[config.mk]
export PLATFORM = sky130hd
export DESIGN_NAME = wddl_dr_decoder
export DESIGN_NICKNAME = d
export VERILOG_FILES = /design/src/rtl/wddl_pkg.sv /design/src/rtl/wddl_rail_check.sv /design/src/rtl/wddl_dr_decoder.sv
export SDC_FILE = /design/constraint.sdc
export NUM_CORES = 1
export LEC_CHECK = 0
export ABC_AREA = 0
export BUFFER_PORTS_ARGS = -buffer_cell sky130_fd_sc_hd__buf_4
export CAP_MARGIN = 20
export CORE_MARGIN = 1.5
export CORE_UTILIZATION = 58
export CTS_CLUSTER_DIAMETER = 200
export DETAILED_ROUTE_END_ITERATION = 8
export HOLD_SLACK_MARGIN = 0.1
export PLACE_DENSITY = 0.85
export REMOVE_ABC_BUFFERS = 1
export SYNTH_ARGS = -nofsm -noshare
export SYNTH_HDL_FRONTEND = slang
export SYNTH_SLANG_ARGS = --single-unit
[constraint.sdc]
create_clock -name CK -period 6.6 [get_ports CK]
set_input_delay 0.99 -clock CK [delete_from_list [all_inputs] [get_ports CK]]
set_output_delay 0.99 -clock CK [all_outputs]
set_load 0.1 [all_outputs]
[src/rtl/wddl_pkg.sv]
// Shared types and constants for the WDDL dual-rail output boundary.
package wddl_pkg;

    typedef enum logic [2:0] {
        ST_PRE,
        ST_SETTLE,
        ST_CHECK,
        ST_HOLD,
        ST_DRAIN
    } dr_state_e;

    localparam logic PH_PRECHARGE = 1'b0;
    localparam logic PH_EVAL      = 1'b1;
    localparam int   WDDL_W       = 128;

    // Counter must reach max(a,b)-1.
    function automatic int cnt_width(input int a, input int b);
        int m;
        m = (a > b) ? a : b;
        return (m < 2) ? 1 : $clog2(m);
    endfunction

endpackage

[src/rtl/wddl_rail_check.sv]
// Combinational reductions over a W-bit true/false rail pair.
module wddl_rail_check #(
    parameter int W = 128
) (
    input  logic [W-1:0] rail_t,
    input  logic [W-1:0] rail_f,
    output logic         zero,
    output logic         complete,
    output logic         conflict
);

    assign zero     = ~|(rail_t | rail_f);
    assign complete = &(rail_t ^ rail_f);
    assign conflict = |(rail_t & rail_f);

endmodule

[src/rtl/wddl_dr_decoder.sv]
// Dual-rail to single-ended decoder with precharge/evaluate checking
// and a valid/ready handoff of the decoded word.
module wddl_dr_decoder
    import wddl_pkg::*;
#(
    parameter int W      = WDDL_W,
    parameter int SETTLE = 2,
    parameter int TMO    = 15
) (
    input  logic         CK,
    input  logic         RN,
    input  logic         eval,
    input  logic [W-1:0] din_t,
    input  logic [W-1:0] din_f,
    output logic [W-1:0] dout,
    output logic         dout_valid,
    input  logic         dout_ready,
    output logic         busy,
    output logic         err_pre,
    output logic         err_eval,
    input  logic         err_clr
);

    localparam int CW = cnt_width(SETTLE, TMO);
    localparam logic [CW-1:0] SET_LAST = CW'(SETTLE - 1);
    localparam logic [CW-1:0] TMO_LAST = CW'(TMO - 1);

    logic          eval_q;
    logic [W-1:0]  dt_q;
    logic [W-1:0]  df_q;
    logic          zero;
    logic          complete;
    logic          conflict;
    logic          pz;
    logic [CW-1:0] cnt;
    dr_state_e     state;

    always_ff @(posedge CK or negedge RN) begin
        if (!RN) begin
            eval_q <= PH_PRECHARGE;
            dt_q   <= '0;
            df_q   <= '0;
        end else begin
            eval_q <= eval;
            dt_q   <= din_t;
            df_q   <= din_f;
        end
    end

    wddl_rail_check #(.W(W)) u_rail_check (
        .rail_t   (dt_q),
        .rail_f   (df_q),
        .zero     (zero),
        .complete (complete),
        .conflict (conflict)
    );

    assign busy = (state != ST_PRE);

    // Error sets are written after the clear so a same-cycle set wins.
    always_ff @(posedge CK or negedge RN) begin
        if (!RN) begin
            state      <= ST_PRE;
            pz         <= 1'b1;
            cnt        <= '0;
            dout       <= '0;
            dout_valid <= 1'b0;
            err_pre    <= 1'b0;
            err_eval   <= 1'b0;
        end else begin
            if (err_clr) begin
                err_pre  <= 1'b0;
                err_eval <= 1'b0;
            end
            unique case (state)
                ST_PRE: begin
                    if (eval_q == PH_EVAL) begin
                        state <= ST_SETTLE;
                        cnt   <= '0;
                        if (!pz) err_pre <= 1'b1;
                    end else begin
                        pz <= zero;
                    end
                end
                ST_SETTLE: begin
                    if (eval_q == PH_PRECHARGE) begin
                        err_eval <= 1'b1;
                        state    <= ST_PRE;
                    end else if (cnt == SET_LAST) begin
                        state <= ST_CHECK;
                        cnt   <= '0;
                    end else begin
                        cnt <= cnt + 1'b1;
                    end
                end
                ST_CHECK: begin
                    if (eval_q == PH_PRECHARGE) begin
                        err_eval <= 1'b1;
                        state    <= ST_PRE;
                    end else if (conflict) begin
                        err_eval <= 1'b1;
                        state    <= ST_DRAIN;
                    end else if (complete) begin
                        dout       <= dt_q;
                        dout_valid <= 1'b1;
                        state      <= ST_HOLD;
                    end else if (cnt == TMO_LAST) begin
                        err_eval <= 1'b1;
                        state    <= ST_DRAIN;
                    end else begin
                        cnt <= cnt + 1'b1;
                    end
                end
                ST_HOLD: begin
                    if (dout_ready) begin
                        dout_valid <= 1'b0;
                        state      <= ST_DRAIN;
                    end
                end
                ST_DRAIN: begin
                    if (eval_q == PH_PRECHARGE) state <= ST_PRE;
                end
                default: state <= ST_PRE;
            endcase
        end
    end

endmodule
* Word-level counts from Yosys, hierarchy flattened
Index checks and enable logic that the tools add are counted.
Word-level totals: register bits after elaboration 396, input bits 261, output and inout bits 132, logic and storage cells 80
Cells by class: add/sub/neg operators 1, eq/ne operators 17, mux-type cells 34, bitwise logic cells 5, reduce and logical (&&, ||, !) cells 13
Operators with widths (count):
- 128-bit OR reduction | 2
- 131-bit AND reduction | 1
- 128-bit AND | 1
- 128-bit OR | 1
- 128-bit AND reduction | 1
- 128-bit XOR | 1
- 4-bit 2-to-1 mux | 7
- 3-bit 2-to-1 mux | 9
- 2-bit inequality test, second input constant | 9
- 3-bit one-hot mux with 5 select lines | 1
- 1-bit 2-to-1 mux | 14
- 4-bit one-hot mux with 3 select lines | 1
- 5-bit AND reduction | 2
- 7-bit AND reduction | 1
- 3-bit by 2-bit == test with 1-bit output, second input constant | 2
- 3-bit nonzero test | 2
- 5-bit inequality test, second input constant | 1
- 4-bit by 1-bit adder with 4-bit output, second input constant | 1
- 4-bit by 1-bit == test with 1-bit output, second input constant | 1
- 4-bit == test, second input constant | 1
- 1-bit one-hot mux with 2 select lines | 2
- 3-bit by 1-bit == test with 1-bit output, second input constant | 1
- 3-bit == test, second input constant | 1
- 3-bit logical NOT | 1
- 5 further kinds | 6

* Longest topological paths before layout
depth after elaboration 6, gate-level depth with buffers 11, depth with buffers taken out 9

* By module
Synthesis repeated with hierarchy kept, for this count alone.
Second synthesis, totals: cell total of the unflattened synthesis 1257, area, all modules 17394.2 um^2
Modules (own cells, without submodules):
- wddl_dr_decoder | instances 1, cells an instance 616, area each 12424.4 um^2, seq. area each 9910.8 um^2
- wddl_rail_check | instances 1, cells an instance 641, area each 4969.8 um^2, seq. area each 0.0 um^2

* Worst setup path after synthesis
No wires, ideal clock.
kind register to output, start point reg state[0], end point out busy, arrival 1.337 ns, required time 5.610 ns, path slack 4.273 ns, cell stages (with the launch flop) 3, path buffers 1, cell sequence dfrtp_1 > clkbuf_1 > or3_1
Between the ends: word-level cells in the longest chain between the ends 1
RTL lines:
- from (decl) | RTL line wddl_dr_decoder.sv:36 | dr_state_e state;
- from (signal assigned) | RTL line wddl_dr_decoder.sv:63 | state <= ST_PRE;
- from (signal assigned) | RTL line wddl_dr_decoder.sv:78 | state <= ST_SETTLE;
- from (signal assigned) | RTL line wddl_dr_decoder.sv:88 | state <= ST_PRE;
- 3-bit nonzero test | RTL line wddl_dr_decoder.sv:58 | assign busy = (state != ST_PRE);
- to (decl) | RTL line wddl_dr_decoder.sv:18 | output logic busy,
Every way passes these cells.

* Worst setup path in the final report
start point reg df_q[99], end point reg dout[3]
Between the ends: word-level cells in the longest chain between the ends 4, elaborated cells between the ends (all ways) 5, those cells by class bitwise (3); reduce/logical (2)
RTL lines:
- from (decl) | RTL line wddl_dr_decoder.sv:30 | logic [W-1:0] df_q;
- from (signal assigned) | RTL line wddl_dr_decoder.sv:46 | df_q <= din_f;
- 128-bit AND | RTL line wddl_rail_check.sv:14 | assign conflict = |(rail_t & rail_f);
- 128-bit OR reduction | RTL line wddl_rail_check.sv:14
- 1-bit inverter (no line)
- 131-bit AND reduction (no line) (*)
- to (signal assigned) | RTL line wddl_dr_decoder.sv:104 | dout <= dt_q;
- to (decl) | RTL line wddl_dr_decoder.sv:15 | output logic [W-1:0] dout,
Every way passes the cells marked *; elsewhere a longest branch is shown, timed or not. A chain may end at the register's enable or synchronous reset.

==> run_results.csv <==
group,metric,value,unit
drt,dr.pass1.iters,5,
drt,wl_per_cell,20.99,um
floorplan,start_util,59.43,%
global_route,grt_pass1_vias,12880,
clock_tree,cts_sinks,396,
placement,place_area,19940,um^2
clock_tree,cts_buffer_depth,3,
clock_tree,clk_pin_slew,0.06,ns
clock_tree,cts.hold.buffers_added,0,
clock_tree,htree_levels,2,
critical_path,worst_setup_path_start_kind,"flop",
sta,finalSetupTns,0,ns
logic_synthesis,synth_seq_area_share,59.37,%
logic_synthesis,yosys-top-cells-count,"dfrtp_1 (395), inv_1 (263), ha_1 (259), nand2_1 (134), o21ai_1 (100)",
clock_tree,clock_latency,0.54,ns
pwr,power_leakage,11.46,nW
drt,drcViolationCount,0,
logic_synthesis,ys.flop_type,"dfrtp_1",
sta,whs,0.4894,ns
finish,fill_cells,1780,
clock_tree,cts_resized,0,
sta,fin_crit,3.752,ns
floorplan,io_pins,393,
global_route,grt_max_degree,190,
floorplan,dieArea,29810,um^2
logic_synthesis,synth_area_leaders,"dfrtp_1 (59%), ha_1 (19%), inv_1 (5.9%)",
finish,drive_above_1_share,25.52,%
pwr,p_per_area,259.4,nW/um^2
global_route,grt_usage,31.70,%
sta,final_hold_viol_count,0,
critical_path,end_kind,"flop",
logic_synthesis,synth_top_area_share,59.22,%
floorplan,fp-row-count,61,
critical_path,crit_buf_inv,2,
drt,via_per_inst,5.332,
logic_synthesis,syn_area_per_cell,11.99,um^2
global_route,grt_pass1_wl,71.38,mm
sta,tightest_slew,1.057,ns
sta,finalSetupViolCount,0,
logic_synthesis,ys_async_sr_fraction,100.0,%
logic_synthesis,yosysMostFrequentCell,"dfrtp_1",
drt,antenna_left,0,
finish,stdcell_area,21270,um^2
logic_synthesis,synth_edf_count,0,
sta,layout_worst_path_cycle_share,56.84,%
sta,timing.fmax,266.6,MHz
logic_synthesis,yosys_warnings,0,
drt,finalWirelength,46.47,mm
pwr,finalPower,5.518,mW
sta,rsz0062_at_grt,"no",
critical_path,path_class,"flop to flop",
sta,clock-skew-final,0.01642,ns
placement,gp_congestion,0.9033,
critical_path,crit_arrival,4.14,ns
critical_path,crit_path_max_fanout,156,
clock_tree,cts_setup_buffers,0,
logic_synthesis,netlist_area,16690,um^2
critical_path,required,6.99,ns
critical_path,worstPathCellList,"ha_1 -> nor4_1 -> nand4_1 -> nor4_2 -> and2_2 -> nand3_4 -> buf_16 -> buf_12 -> nand2_1 -> o21ai_0",
critical_path,cpPeakStageDelay,0.88,ns
logic_synthesis,synth.distinct_cells,38,
sta,relSlewSlack,29.56,%
critical_path,critical-path-top-delay-family,"simple AND/OR/NAND/NOR gates",
logic_synthesis,synthCells,1392,
global_route,antenna_found_initial,6,
drt,initialDrtViolationCount,827,
clock_tree,cts_buffers,41,
logic_synthesis,synth.largest_area_cell,"dfrtp_1",
floorplan,core,28090,um^2
floorplan,die_h,172.6,um
placement,io_buffers,392,
pwr,max-vdd-ir-drop,0.2115,mV
critical_path,cp_slowest_cell,"nor4_1",
hold_path,min_path_type,"flop to flop",
finish,area_delta_synth_final,27.43,%
run_status,status,"finished, final reports clean",
placement,hpwl,35.25,mm
flow_run,maxCapViolations,0,
floorplan,die_x,172.6,um
global_route,overflow,0,
clock_tree,cts-root-buf,"clkbuf_16",
drt,vias,11800,
finish,layout.nets,2321,
clock_tree,cts_tree,"built",
logic_synthesis,ys_ff_latch,396,
sta,slew_viol_final,0,
## logic make-up after synthesis
logic type	Yosys count	share of synthesized area (%)
adders and majority gates	259	19.41
muxes	1	0.06746
buffers and inverters	293	7.278
AOI/OAI and AO/OA	156	4.992
and+or+nand+nor	287	8.875
DFF	396	59.37
## layout make-up
| cell class | count | area (um^2) | area share [%] |
|---|---|---|---|
| Tap cell | 378 | 473.0 | 2.223 |
| Clock inverter | 9 | 95.09 | 0.4470 |
| Antenna cell | 6 | 15.01 | 0.07058 |
| Sequential cell | 396 | 9911 | 46.59 |
| Clock buffer | 63 | 1199 | 5.635 |
| Multi-Input combinational cell | 703 | 5567 | 26.17 |
| Timing Repair Buffer | 396 | 3025 | 14.22 |
| Inverter | 263 | 987.2 | 4.641 |
## cell usage in the layout (no fill, tap or decap), types with 3 or more instances in the layout
cell type  instances
dfrtp_1          395
clkbuf_8           9
o21ai_1          100
nand2b_1           6
diode_2            6
clkbuf_16         41
ha_1             259
nand3_1            4
o21ai_0           34
clkbuf_1          13
nor4_2             4
nand4_1           76
nor2_1             6
nand2_1          134
buf_4            392
inv_1            263
nor2b_1            4
a21oi_1            7
clkinv_2           4
a31oi_1            3
nor4_1            46
## tightest hold or removal path: cells and delay by family (launching register included)
| family | cells | cell delay (ns) |
|---|---|---|
| flip-flops | 1 | 0.34 |
| AO/OA/AOI/OAI | 1 | 0.06 |
| AND/OR/NAND/NOR | 1 | 0.05 |
## sequential cells by signal, indices dropped and copies added, names as in the netlist, 3 cells and up
register	flops
cnt	4
dt_q	128
df_q	128
state	3
dout	128
## where the power goes
group / total, mW / leakage (nW) / internal, mW / switching, mW
Combinational: 0.654 / 5.90 / 0.257 / 0.397
Sequential: 2.62 / 4.93 / 2.53 / 0.0891
Clock: 2.24 / 0.634 / 1.29 / 0.946
Total: 5.52 / 11.5 / 4.09 / 1.43
## metrics by stage
step / worst slack, ns / std cells / utilization, %
after floorplan: 3.082 / 1362 / -
after global placement: 2.617 / 2135 / 70.98
after CTS: 2.374 / 2207 / 75.58
after global routing: 2.615 / 2214 / 75.74
final: 2.848 / 2214 / 75.74
after detailed placement: 2.338 / 2135 / 70.98
## per-layer routing
layer | GRT usage, % | share of wire [%]
met2 | 53.61 | 49
met1 | 38.02 | 38
met5 | 0 | 0
met4 | 16.74 | 5.6
met3 | 7.168 | 7.3
## worst paths after layout
kind / from / endpoint / slack, ns / depth (start not counted)
max: df_q[99] / dout[3] / 2.85 / 10
max reg2reg: df_q[99] / dout[3] / 2.85 / 10
min reg2reg: dout[19] / dout[19] / 0.49 / 2
max in group asynchronous: RN / dt_q[31] / 4.50 / 2
min: dout[19] / dout[19] / 0.49 / 2
min in group asynchronous: RN / df_q[116] / 0.54 / 1
(Power assumes the default switching activity.)
